--- src/rtl/logic_unit_arbiter.sv ---
`timescale 1ns/1ps
// -----------------------------------------------------------------------------
// logic_unit_arbiter
//
// Two requesters share one WIDTH-bit bitwise logic unit. Each requester
// presents an op over a valid/ready handshake. Grants are round-robin, and
// only one op is in flight at a time. Each result comes back on a single
// response channel, tagged with the id of the requester and an illegal-op flag.
//
// Ports
//   clk        system clock, all state on rising edge
//   rst        asynchronous reset, active-high
//   req_valid  [1:0] bit i: requester i presents an op
//   req_ready  [1:0] bit i: op from requester i accepted this cycle
//   req0_op/a/b, req1_op/a/b   opcode (3b) and operands (WIDTH) per requester
//   rsp_valid  response available
//   rsp_ready  consumer takes response
//   rsp_id     requester that issued the op
//   rsp_data   result (WIDTH)
//   rsp_err    1 = illegal opcode
//   ops_done   completed responses, wraps modulo 2^CNT_W
//
// state | meaning
// ------+------------------------------------------------------------
// IDLE  | waiting for a request; req_ready granted combinationally
// EXEC  | compute on the latched op/operands, register the response
// RESP  | response presented; held until rsp_ready
// -----------------------------------------------------------------------------
module logic_unit_arbiter #(
    parameter int WIDTH = 8,
    parameter int CNT_W = 16
) (
    input  logic             clk,
    input  logic             rst,
    input  logic [1:0]       req_valid,
    output logic [1:0]       req_ready,
    input  logic [2:0]       req0_op,
    input  logic [WIDTH-1:0] req0_a,
    input  logic [WIDTH-1:0] req0_b,
    input  logic [2:0]       req1_op,
    input  logic [WIDTH-1:0] req1_a,
    input  logic [WIDTH-1:0] req1_b,
    output logic             rsp_valid,
    input  logic             rsp_ready,
    output logic             rsp_id,
    output logic [WIDTH-1:0] rsp_data,
    output logic             rsp_err,
    output logic [CNT_W-1:0] ops_done
);

    typedef enum logic [1:0] {
        ST_IDLE = 2'd0,
        ST_EXEC = 2'd1,
        ST_RESP = 2'd2
    } state_t;

    localparam logic [2:0] OP_NOT  = 3'd0;
    localparam logic [2:0] OP_AND  = 3'd1;
    localparam logic [2:0] OP_OR   = 3'd2;
    localparam logic [2:0] OP_NAND = 3'd3;
    localparam logic [2:0] OP_NOR  = 3'd4;
    localparam logic [2:0] OP_XOR  = 3'd5;
    localparam logic [2:0] OP_XNOR = 3'd6;

    state_t           state;
    state_t           state_nxt;

    logic             last_grant;
    logic [2:0]       op_q;
    logic [WIDTH-1:0] a_q;
    logic [WIDTH-1:0] b_q;
    logic             id_q;

    logic             grant_any;
    logic             grant_id;
    logic             accept;
    logic             rsp_take;

    logic [WIDTH-1:0] alu_data;
    logic             alu_err;

    // ---------------------------------------------------------------------
    // Round-robin grant: a lone requester wins outright, a tie goes to the
    // requester that was not served last.
    // ---------------------------------------------------------------------
    always_comb begin
        grant_any = |req_valid;
        grant_id  = 1'b0;
        case (req_valid)
            2'b01:   grant_id = 1'b0;
            2'b10:   grant_id = 1'b1;
            2'b11:   grant_id = ~last_grant;
            default: grant_id = 1'b0;
        endcase
    end

    assign accept   = (state == ST_IDLE) && grant_any;
    assign rsp_take = (state == ST_RESP) && rsp_ready;

    // Gated by rst so the handshake is quiet while reset is held, even
    // though the FSM already sits in IDLE.
    always_comb begin
        req_ready = 2'b00;
        if (accept && !rst) begin
            req_ready = grant_id ? 2'b10 : 2'b01;
        end
    end

    // ---------------------------------------------------------------------
    // FSM
    // ---------------------------------------------------------------------
    always_ff @(posedge clk or posedge rst) begin
        if (rst) begin
            state <= ST_IDLE;
        end else begin
            state <= state_nxt;
        end
    end

    always_comb begin
        state_nxt = state;
        case (state)
            ST_IDLE: if (grant_any) state_nxt = ST_EXEC;
            ST_EXEC: state_nxt = ST_RESP;
            ST_RESP: if (rsp_ready) state_nxt = ST_IDLE;
            default: state_nxt = ST_IDLE;
        endcase
    end

    // ---------------------------------------------------------------------
    // Operand capture. The logic unit only ever sees these registers, so
    // requesters changing their ports after the grant has no effect.
    // ---------------------------------------------------------------------
    always_ff @(posedge clk or posedge rst) begin
        if (rst) begin
            op_q <= 3'd0;
            a_q  <= '0;
            b_q  <= '0;
            id_q <= 1'b0;
        end else if (accept) begin
            id_q <= grant_id;
            if (grant_id) begin
                op_q <= req1_op;
                a_q  <= req1_a;
                b_q  <= req1_b;
            end else begin
                op_q <= req0_op;
                a_q  <= req0_a;
                b_q  <= req0_b;
            end
        end
    end

    // ---------------------------------------------------------------------
    // Bitwise logic unit
    // ---------------------------------------------------------------------
    always_comb begin
        alu_data = '0;
        alu_err  = 1'b0;
        case (op_q)
            OP_NOT:  alu_data = ~a_q;
            OP_AND:  alu_data = a_q & b_q;
            OP_OR:   alu_data = a_q | b_q;
            OP_NAND: alu_data = ~(a_q & b_q);
            OP_NOR:  alu_data = ~(a_q | b_q);
            OP_XOR:  alu_data = a_q ^ b_q;
            OP_XNOR: alu_data = ~(a_q ^ b_q);
            default: begin
                alu_data = '0;
                alu_err  = 1'b1;
            end
        endcase
    end

    // ---------------------------------------------------------------------
    // Response channel. Only EXEC writes the payload, so it stays stable for
    // as long as RESP waits on the consumer.
    // ---------------------------------------------------------------------
    always_ff @(posedge clk or posedge rst) begin
        if (rst) begin
            rsp_valid <= 1'b0;
            rsp_id    <= 1'b0;
            rsp_data  <= '0;
            rsp_err   <= 1'b0;
        end else if (state == ST_EXEC) begin
            rsp_valid <= 1'b1;
            rsp_id    <= id_q;
            rsp_data  <= alu_data;
            rsp_err   <= alu_err;
        end else if (rsp_take) begin
            rsp_valid <= 1'b0;
        end
    end

    // last_grant starts at 1 so that requester 0 wins the first tie.
    always_ff @(posedge clk or posedge rst) begin
        if (rst) begin
            last_grant <= 1'b1;
            ops_done   <= '0;
        end else if (rsp_take) begin
            last_grant <= rsp_id;
            ops_done   <= ops_done + CNT_W'(1);
        end
    end

endmodule

--- config.mk ---
export PLATFORM = sky130hd
export DESIGN_NAME = logic_unit_arbiter
export DESIGN_NICKNAME = d
export VERILOG_FILES = /design/src/rtl/logic_unit_arbiter.sv
export SDC_FILE = /design/constraint.sdc
export NUM_CORES = 1
export LEC_CHECK = 0
export CAP_MARGIN = 40
export CORE_MARGIN = 3
export CORE_UTILIZATION = 33
export DETAILED_ROUTE_END_ITERATION = 12
export PLACE_DENSITY = 0.66
export SLEW_MARGIN = 5
export SYNTH_ARGS = -nofsm -noshare
export SYNTH_HDL_FRONTEND = slang
export SYNTH_SLANG_ARGS = --single-unit
--- constraint.sdc ---
create_clock -name clk -period 4.25 [get_ports clk]
set_input_delay 1.275 -clock clk [delete_from_list [all_inputs] [get_ports clk]]
set_output_delay 1.275 -clock clk [all_outputs]
set_load 0.02 [all_outputs]
======== Word-level counts from Yosys, hierarchy flattened ========
Index checks and enable logic that the tools add are counted.
W data, S select, Z words.
storage, ports and cells
  register bits after elaboration ......... 50
  input bits .............................. 43
cells by class
  add/sub/neg operators ................... 1
  equality and inequality tests ........... 12
  muxes and demuxes ....................... 13
  bitwise logic cells ..................... 8
  reduce and logical (&&, ||, !) cells .... 10
operators with widths
  kind                     number
  $pmux W8 S7              1
  $not A8 Y8               4
  $add A16 B1 Y16 const B  1
  $mux W8                  2
  $eq A3 B3 Y1 const B     3
  $and A8 B8 Y8            1
  $mux W2                  4
  $or A8 B8 Y8             1
  $xor A8 B8 Y8            1
  $reduce_or A7 Y1         1
  $eq A2 B2 Y1 const B     3
  $eq A3 B2 Y1 const B     2
  $pmux W2 S3              1
  $ne A2 B2 Y1 const B     2
  $eq A3 B1 Y1 const B     1
  $logic_and A1 B1 Y1      3
  $logic_not A3 Y1         1
  $mux W1                  3
  $mux W3                  1
  $eq A2 B1 Y1 const B     1
  $logic_not A2 Y1         1
  $pmux W1 S2              1
  $reduce_and A2 Y1        1
  $reduce_bool A2 Y1       1
  3 further kinds          3

======== Longest topological paths before layout ========
Gate-level depths: netlist (run 1).
  word-level depth ........................ 4
  mapped depth ............................ 6
  mapped depth without buffers ............ 6

======== Least setup slack after synthesis (run 1) ========
Ideal clock, no wire load.
  path kind ............................... in2out
  start point ............................. in rst
  end point ............................... out req_ready[1]
  arrival ................................. 2759 ps
  slack ................................... 216 ps
  stages on the path ...................... 2
  path buffers ............................ 0
  cells stage by stage .................... inv_1 -> and3_1
on the way
  cells in the longest elaborated chain, start to end .. 3
RTL lines
  element                     line  text
  start: declaration          34    input logic rst,
  $logic_not A1 Y1 (no line)  -
  $logic_and A1 B1 Y1         104   if (accept && !rst) begin
  $mux W2                     104
  end: declaration            36    output logic [1:0] req_ready,
No other way between the ends.

======== Worst setup path after layout (run 1) ========
  start point ............................. in req_valid[1]
  end point ............................... out req_ready[1]
on the way
  cells in the longest elaborated chain, start to end .. 4
RTL lines
  element                                             line      text
  start: declaration                                  35        input logic [1:0] req_valid,
  $eq A2 B2 Y1 or $reduce_or A2 Y1 (tied branches)    89, 87
  $pmux W1 S2 or $logic_and A1 B1 Y1 (tied branches)  89, 97
  $mux W2 or $logic_and A1 B1 Y1 (tied branches)      105, 104
  $mux W2 (*)                                         104
Mark *: on every way between the ends. The rest lies on a longest branch, timed or not.

==> impl_metrics.json, run 1 <==
{
  "cp_max_fo": 4,
  "fin_total_pwr_w": 0.00238,
  "slew_headroom": 0.419,
  "p_per_area_nw_per_um2": 620,
  "drive_gt1_frac": 0.0724,
  "drt_iter0_drc": 124,
  "cts_setup_buffers": 0,
  "timing.fmax_ghz": 0.244,
  "initial_core_util": 0.348,
  "ys.flop_type": "dfrtp_1",
  "dieArea_um2": 10000,
  "overflow": 0,
  "drv_slew": 0,
  "cts.reportedPaths.clkPinSlew_ns": 0.11,
  "rows": 33,
  "root_buffer": "clkbuf_8",
  "cts_tree": "done",
  "ys_types": 41,
  "via_per_inst": 4.88,
  "syn_area_per_cell_um2": 10.1,
  "grt_max_degree": 51,
  "critPathMaxStageDelay_ns": 0.60,
  "timing_worst_setup_path_type": "in -> out",
  "syn_nets": 349,
  "fillers": 793,
  "worst_setup_path_start_kind": "input port",
  "cts_buffer_depth": 2,
  "rsz0062_at_grt": "no",
  "total_leakage_power_nw": 1.75,
  "path_cells": "clkdlybuf4s50_1 > a21boi_2 > and3_1 > clkdlybuf4s50_1",
  "critPathRequiredTime_ns": 2.97,
  "numCtsBuffers": 5,
  "area_delta_synth_final_pct": 31.7,
  "grt_usage": 0.125,
  "antenna_found_initial": 0,
  "clkSinkCount": 50,
  "hold_buffers": 0,
  "hold_class": "reg -> reg",
  "slowest_stage": "clkdlybuf4s50_1",
  "nNetsFinal": 418,
  "grt_pass1_vias": 2279,
  "die_h_um": 100,
  "min_period_ns": 4.10,
  "fp.dieW_um": 100,
  "io_buffers": 71,
  "via_count": 2263,
  "syn_inst": 289,
  "ir_drop_uv": 224,
  "cts_resized": 0,
  "outcome": "completed",
  "maxCapViolCount": 0,
  "htree_levels": 2,
  "period_share": 0.965,
  "utilization": 0.459,
  "synth_edf_count": 0,
  "whs_path_depth": 1,
  "tns_ns": 0,
  "coreArea_um2": 8380,
  "drcViolationCount": 0,
  "dr.pass1.iters": 4,
  "synth_seq_cells": 50,
  "async_flop_share": 1.00,
  "clk_latency_ns": 0.31,
  "grt_pass1_wl_mm": 10.4,
  "wire_per_inst_um": 13.0,
  "antenna_cells": 0,
  "yosysSeqAreaShare": 0.429,
  "final_area_um2": 3840,
  "hold_viol": 0,
  "endpoint_kind": "output port",
  "antenna_left": 0,
  "synthesis.area_um2": 2920,
  "placed_area_um2": 3750,
  "cpMostUsedCell": "clkdlybuf4s50_1",
  "gp_congestion": 0.763,
  "wirelength_mm": 6.01,
  "skew_ns": 0.0113,
  "cp_data_arrival_time_ns": 2.83,
  "finalSetupViolCount": 0,
  "reg2reg_depth": 4,
  "dpl.hpwl_mm": 4.75,
  "worst_slew_pin_slew_ns": 0.872,
  "synth_warnings": 0,
  "ios": 72
}
-- routing by layer --
metal	wire length, um	global-route usage	vias to the layer above
li1	-	-	1149
met1	2810	0.164	1058
met2	2920	0.216	50
met3	200	0.0174	6
met4	75	0.0342	0
met5	0	0	-
-- sequential cells by signal, indices dropped and copies added (netlist names) --
| register | cells |
|---|---|
| b_q | 8 |
| state | 2 |
| rsp_id | 1 |
| last_grant | 1 |
| op_q | 3 |
| a_q | 8 |
| rsp_data | 8 |
| rsp_err | 1 |
| id_q | 1 |
| ops_done | 16 |
| rsp_valid | 1 |
-- kinds of logic after synthesis --
| kind of cell | after synthesis | synth area share |
|---|---|---|
| and+or+nand+nor | 76 | 0.142 |
| AOI/OAI and AO/OA | 61 | 0.130 |
| DFF | 50 | 0.429 |
| buffers and inverters | 34 | 0.0527 |
| muxes | 34 | 0.122 |
| xor gates and xnor gates | 17 | 0.0510 |
| adders and majority gates | 17 | 0.0729 |
-- power breakdown --
| part | internal (W) | switching (W) |
|---|---|---|
| Clock | 0.000123 | 0.000174 |
| Sequential | 0.000658 | 0.000225 |
| Combinational | 0.000600 | 0.000602 |
| Total | 0.00138 | 0.00100 |
-- through the flow --
step | hold WS [ns] | setup slack (ns) | std cells
floorplan | 0.440 | 0.216 | 289
global placement | 0.462 | 0.154 | 455
detailed placement | 0.465 | 0.141 | 456
CTS | 0.480 | 0.134 | 464
global route | 0.523 | 0.108 | 464
finish | 0.475 | 0.148 | 464
-- layout by cell type (no fill, tap or decap), types with 4 or more instances in the layout --
cell type,netlist,final
xnor2_1,12,12
inv_1,19,18
nand3_1,6,6
a211oi_1,12,12
xor2_1,5,5
nor2_1,6,6
dfrtp_1,49,49
a21oi_1,6,6
clkdlybuf4s50_1,0,71
clkbuf_8,0,5
o32ai_1,5,5
ha_1,17,17
nand4_1,4,4
buf_4,4,5
nand2_1,41,41
mux2i_1,30,30
o21ai_0,29,29
-- critical path: cells and delay by family --
| family | cells | cell delay, ns |
|---|---|---|
| buffers and inverters | 2 | 1.10 |
| AOI/OAI and AO/OA | 1 | 0.25 |
| and+or+nand+nor | 1 | 0.20 |
-- worst paths after layout --
path	start	slack (ns)	to
worst max-delay path	req_valid[1]	0.15	req_ready[1]
worst min-delay path	ops_done[15]	0.47	ops_done[15]
worst max register to register	op_q[2]	2.33	rsp_data[6]
worst min register to register	ops_done[15]	0.47	ops_done[15]
max in group asynchronous	rst	2.36	rsp_data[5]
min in group asynchronous	rst	1.47	rsp_valid
-- synth_stat cells, types with 3 or more instances --
cell / n / share of area
and3_1: 3 / 0.0064
buf_4: 4 / 0.010
nand2b_1: 3 / 0.0064
a211oi_1: 12 / 0.031
nand2_1: 41 / 0.053
buf_2: 9 / 0.015
ha_1: 17 / 0.073
nor2_1: 6 / 0.0077
o32ai_1: 5 / 0.015
nand3_1: 6 / 0.010
a21oi_1: 6 / 0.010
dfrtp_1: 49 / 0.42
xnor2_1: 12 / 0.036
o21ai_0: 29 / 0.050
mux2i_1: 30 / 0.10
xor2_1: 5 / 0.015
mux2_2: 3 / 0.012
inv_1: 19 / 0.024
nand4_1: 4 / 0.0086
-- cell type report --
class | count | area, um2 | share of cell area
inverters | 19 | 71.3 | 0.0186
clock buffers | 5 | 68.8 | 0.0179
multi-input cells | 205 | 1520 | 0.394
flip-flops and latches | 50 | 1250 | 0.326
well taps | 105 | 131 | 0.0342
repair buffers | 77 | 776 | 0.202
clock inverters | 3 | 28.8 | 0.00749
Note: power is estimated with default switching activity, not from simulation.
==> run 2, diff against run 1 <==
--- a/config.mk
+++ b/config.mk
@@ -10,7 +10,8 @@
 export CORE_UTILIZATION = 33
 export DETAILED_ROUTE_END_ITERATION = 12
 export PLACE_DENSITY = 0.66
-export SLEW_MARGIN = 5
+export RECOVER_POWER = 50
+export SLEW_MARGIN = 20
 export SYNTH_ARGS = -nofsm -noshare
 export SYNTH_HDL_FRONTEND = slang
 export SYNTH_SLANG_ARGS = --single-unit
==> run 2 against run 1 <==
- worst hold slack better by 0.00093 ns
- clock power hardly changed
- count of clock-buffer cells in the layout stayed put
- first-iteration DRC count is 32% lower
- core utilization is 0.51 points lower
- register-to-register slack better by 0.04 ns
- critical path type unchanged
- highest routed layer unchanged
==> impl_metrics.json, run 2 (synthesis gave the netlist of run 1 again) <==
{
  "hold_buffers": 0,
  "coreArea_um2": 8380,
  "grt_usage": 0.125,
  "critPathMaxStageDelay_ns": 0.60,
  "die_h_um": 100,
  "ir_drop_uv": 248,
  "grt_max_degree": 51,
  "maxCapViolCount": 0,
  "min_period_ns": 4.09,
  "fp.dieW_um": 100,
  "dpl.hpwl_mm": 4.70,
  "root_buffer": "clkbuf_8",
  "critPathRequiredTime_ns": 2.97,
  "endpoint_kind": "output port",
  "numCtsBuffers": 5,
  "fillers": 793,
  "rsz0062_at_grt": "no",
  "overflow": 0,
  "final_common_cell": "clkdlybuf4s50_1",
  "timing_worst_setup_path_type": "in -> out",
  "antenna_found_initial": 0,
  "wirelength_mm": 6.00,
  "hold_class": "reg -> reg",
  "grt_pass1_vias": 2278,
  "cts_buffer_depth": 2,
  "cts_setup_buffers": 0,
  "nNetsFinal": 418,
  "worst_slew_pin_slew_ns": 1.21,
  "antenna_cells": 0,
  "total_leakage_power_nw": 1.70,
  "final_cells": 464,
  "path_cells": "clkdlybuf4s50_1 > a21boi_2 > and3_1 > clkdlybuf4s50_1",
  "io_buffers": 71,
  "path_buf_inv": 2,
  "wire_per_inst_um": 12.9,
  "htree_levels": 2,
  "slew_headroom": 0.196,
  "cp_max_fo": 4,
  "seqCellArea_um2": 1250,
  "worst_setup_path_start_kind": "input port",
  "skew_ns": 0.0103,
  "drive_gt1_frac": 0.0641,
  "path_delay_family": "buffers and inverters",
  "cpMostUsedCell": "clkdlybuf4s50_1",
  "drt_iter0_drc": 84,
  "largest_reg_flops": 16,
  "final_cell_mix": "clkdlybuf4s50_1 (69), dfrtp_1 (49), nand2_1 (41), o21ai_0 (30), mux2i_1 (30)",
  "grt_pass1_wl_mm": 10.4,
  "hold_viol": 0,
  "p_per_area_nw_per_um2": 618,
  "gp_congestion": 0.763,
  "rows": 33,
  "slowest_stage": "clkdlybuf4s50_1",
  "cts_resized": 0,
  "period_share": 0.963,
  "finalSetupViolCount": 0,
  "cp_data_arrival_time_ns": 2.82,
  "via_count": 2231,
  "clk_latency_ns": 0.31,
  "antenna_left": 0,
  "tns_ns": 0,
  "drv_slew": 0,
  "dieArea_um2": 10000,
  "outcome": "completed",
  "drcViolationCount": 0,
  "regMostFlops": "ops_done",
  "initial_core_util": 0.348,
  "area_delta_synth_final_pct": 30.3,
  "cts.reportedPaths.clkPinSlew_ns": 0.11,
  "ios": 72,
  "place_inst": 456,
  "timing.fmax_ghz": 0.244,
  "clkSinkCount": 50,
  "via_per_inst": 4.81,
  "cts_tree": "done",
  "dr.pass1.iters": 4,
  "multi_input_area_um2": 1490
}
## run 2: cell type report
class                      instances  share of cell area
multi-input combinational        205               0.391
sequential                        50               0.329
timing repair buffer              77               0.200
tap                              105              0.0346
inverter                          19              0.0188
clock buffer                       5              0.0181
clock inverter                     3             0.00757
## run 2: path summary, 6_finish.rpt
path / startpoint / end / slack [ns] / depth (start not counted)
max: req_valid[1] / req_ready[1] / 0.16 / 4
min: ops_done[15] / ops_done[15] / 0.48 / 1
max reg2reg: op_q[2] / rsp_data[6] / 2.37 / 4
min reg2reg: ops_done[15] / ops_done[15] / 0.48 / 1
max in group asynchronous: rst / rsp_data[5] / 1.69 / 3
min in group asynchronous: rst / b_q[2] / 1.83 / 3
## run 2: layer usage
layer,global-route usage,share of wire
met3,0.0181,0.038
met2,0.216,0.49
met5,0,0
met1,0.165,0.46
met4,0.0342,0.0077
## run 2: worst reg2reg max path: cells and delay by family (launching register included)
family	cells	cell delay, ns
simple gates	2	0.55
compound gates	2	0.32
flops	1	0.89
## run 2: power by group
group	internal [W]	total [W]	switching, W	leakage (nW)
sequential	0.000658	0.000875	0.000217	0.633
combinational	0.000579	0.00118	0.000599	1.01
clock	0.000123	0.000296	0.000172	0.0506
total	0.00136	0.00235	0.000987	1.70
## run 2: metrics by stage
stage / hold WS, ns / power (W) / cell area, um2 / util / worst slack (ns)
after global placement: 0.462 / 0.00202 / 3720 / 0.444 / 0.154
after detailed placement: 0.465 / 0.00209 / 3730 / 0.445 / 0.133
after global routing: 0.521 / 0.00258 / 3800 / 0.454 / 0.0994
final: 0.476 / 0.00235 / 3800 / 0.454 / 0.158
after floorplan: 0.440 / 0.00171 / 2920 / - / 0.216
after CTS: 0.480 / 0.00240 / 3830 / 0.457 / 0.129
==> run 3, diff against run 2 <==
--- a/config.mk
+++ b/config.mk
@@ -6,6 +6,7 @@
 export NUM_CORES = 1
 export LEC_CHECK = 0
 export CAP_MARGIN = 40
+export CORE_ASPECT_RATIO = 1.5
 export CORE_MARGIN = 3
 export CORE_UTILIZATION = 33
 export DETAILED_ROUTE_END_ITERATION = 12
==> run 3 against run 2 <==
- worst setup slack got worse by 0.016 ns
- worst hold slack worse by 0.0082 ns
- combinational power about the same
- sequential cell count stayed put
- sequential power down 3.4%
- clock power is 51% higher
- die area up 0.23%
- largest cell class unchanged
- largest power group unchanged
==> impl_metrics.json, run 3 (synthesis gave the netlist of run 1 again) <==
{
  "outcome": "completed",
  "setup_slack_ns": 0.142,
  "intPower_w": 0.00152,
  "antenna_cells": 0,
  "dpl_worst_slack_ns": 0.118,
  "critPathMaxStageDelay_ns": 0.59,
  "htree_levels": 2,
  "hold_end": "ops_done[15]",
  "cts_setup_buffers": 0,
  "slowest_stage": "clkdlybuf4s50_1",
  "hold_class": "reg -> reg",
  "wire_per_inst_um": 12.9,
  "grt_pass1_vias": 2226,
  "tns_ns": 0,
  "finalSetupViolCount": 0,
  "gr-usage-met2": 0.231,
  "utilization": 0.457,
  "drive_gt1_frac": 0.0639,
  "drcViolationCount": 0,
  "grt_util_met3": 0.0275,
  "grt_pass1_wl_mm": 10.0,
  "busiest_layer": "met2",
  "total_leakage_power_nw": 1.73,
  "coreArea_um2": 8520,
  "slew_headroom": 0.189,
  "initial_core_util": 0.343,
  "cp_data_arrival_time_ns": 2.83,
  "final_cell_mix": "clkdlybuf4s50_1 (70), dfrtp_1 (49), nand2_1 (41), o21ai_0 (30), mux2i_1 (30)",
  "drv_slew": 0,
  "path_buf_inv": 3,
  "cts_resized": 0,
  "maxCapViolCount": 0,
  "dr.pass1.iters": 4,
  "worst_setup_path_start_kind": "input port",
  "path_cells": "clkdlybuf4s50_1 > a21boi_2 > nor3_1 > buf_4 > clkdlybuf4s50_1",
  "ir_drop_uv": 261,
  "hold_buffers": 0,
  "cts.reportedPaths.clkPinSlew_ns": 0.06,
  "antenna_left": 0,
  "numCtsBuffers": 5,
  "timing.fmax_ghz": 0.243,
  "overflow": 0,
  "via_per_inst": 4.84,
  "path_delay_family": "buffers and inverters",
  "largest_reg_flops": 16,
  "pwr-share-comb": 0.483,
  "final_common_cell": "clkdlybuf4s50_1",
  "nNetsFinal": 419,
  "drt_iter0_drc": 98,
  "fillers": 863,
  "via_count": 2262,
  "seq_power_share": 0.338,
  "sw_frac_of_total": 0.391,
  "cts_buffer_depth": 2,
  "regMostFlops": "ops_done",
  "critPathRequiredTime_ns": 2.97,
  "min_period_ns": 4.11,
  "io_buffers": 71,
  "ios": 72,
  "root_buffer": "clkbuf_16",
  "cp_max_fo": 4,
  "cpMostUsedCell": "clkdlybuf4s50_1",
  "hold_start": "ops_done[15]",
  "power.switching_w": 0.000979,
  "use_met1": 0.140,
  "grt_max_degree": 51,
  "endpoint_kind": "output port",
  "gp_congestion": 0.743,
  "cts_tree": "done",
  "reg2reg_depth": 4,
  "fp.dieW_um": 82.8,
  "dieArea_um2": 10000,
  "clkSinkCount": 50,
  "fin_total_pwr_w": 0.00250,
  "period_share": 0.967,
  "r2r_setup_slack_ns": 2.36,
  "clk_latency_ns": 0.29,
  "grt_usage": 0.127,
  "pwr-share-clk": 0.179,
  "worst_slew_pin_slew_ns": 1.22,
  "wirelength_mm": 6.01,
  "die_h_um": 121,
  "dpl.hpwl_mm": 4.66,
  "rsz0062_at_grt": "no",
  "antenna_found_initial": 0,
  "rows": 41,
  "r2r-end": "rsp_data[6]",
  "skew_ns": 0.00856,
  "p_per_area_nw_per_um2": 643,
  "hold_viol": 0,
  "timing_worst_setup_path_type": "in -> out",
  "whs_path_depth": 1,
  "regToRegStartpoint": "op_q[0]",
  "area_delta_synth_final_pct": 33.2
}
-- run 3: worst max-delay path by stage --
| stage | endpoint | slack, ns | cells past startpoint | from |
|---|---|---|---|---|
| 2_1_floorplan | req_ready[1] | 0.22 | 2 | rst |
| 4_1_cts | req_ready[0] | 0.11 | 5 | req_valid[1] |
| 5_1_grt | req_ready[0] | 0.02 | 5 | req_valid[1] |
| 3_3_place_gp | req_ready[0] | 0.13 | 5 | req_valid[1] |
| 3_5_place_dp | req_ready[0] | 0.12 | 5 | req_valid[1] |
| 6_report | req_ready[0] | 0.14 | 5 | req_valid[1] |
-- run 3: area by class of cell --
type                    count  area, um2  share of cell area
multi-input cells         205       1490               0.383
flip-flops and latches     50       1250               0.322
repair buffers             78        776               0.200
well taps                 107        134              0.0344
clock buffers               6        129              0.0332
inverters                  19       71.3              0.0183
clock inverters             2       37.5             0.00966
-- run 3: metal layers --
layer / share of wire / vias up
met3: 0.048 / 8
met1: 0.40 / 1046
met5: 0 / -
li1: - / 1148
met2: 0.53 / 60
met4: 0.018 / 0
-- run 3: stage by stage --
| stage | hold WS, ns | std cells | area, um2 |
|---|---|---|---|
| after floorplan | 0.440 | 289 | 2920 |
| after global placement | 0.461 | 457 | 3720 |
| after detailed placement | 0.466 | 458 | 3740 |
| after CTS | 0.475 | 466 | 3900 |
| after global routing | 0.496 | 467 | 3890 |
| final | 0.467 | 467 | 3890 |
-- run 3: power groups by stage --
stage | Sequential (W) | Combinational [W] | Clock (W)
after floorplan | 0.000877 | 0.000831 | 0
after global placement | 0.000911 | 0.00109 | 0
after detailed placement | 0.000893 | 0.00119 | 0
after CTS | 0.000884 | 0.00119 | 0.000461
after global routing | 0.000878 | 0.00136 | 0.000477
final | 0.000845 | 0.00121 | 0.000448
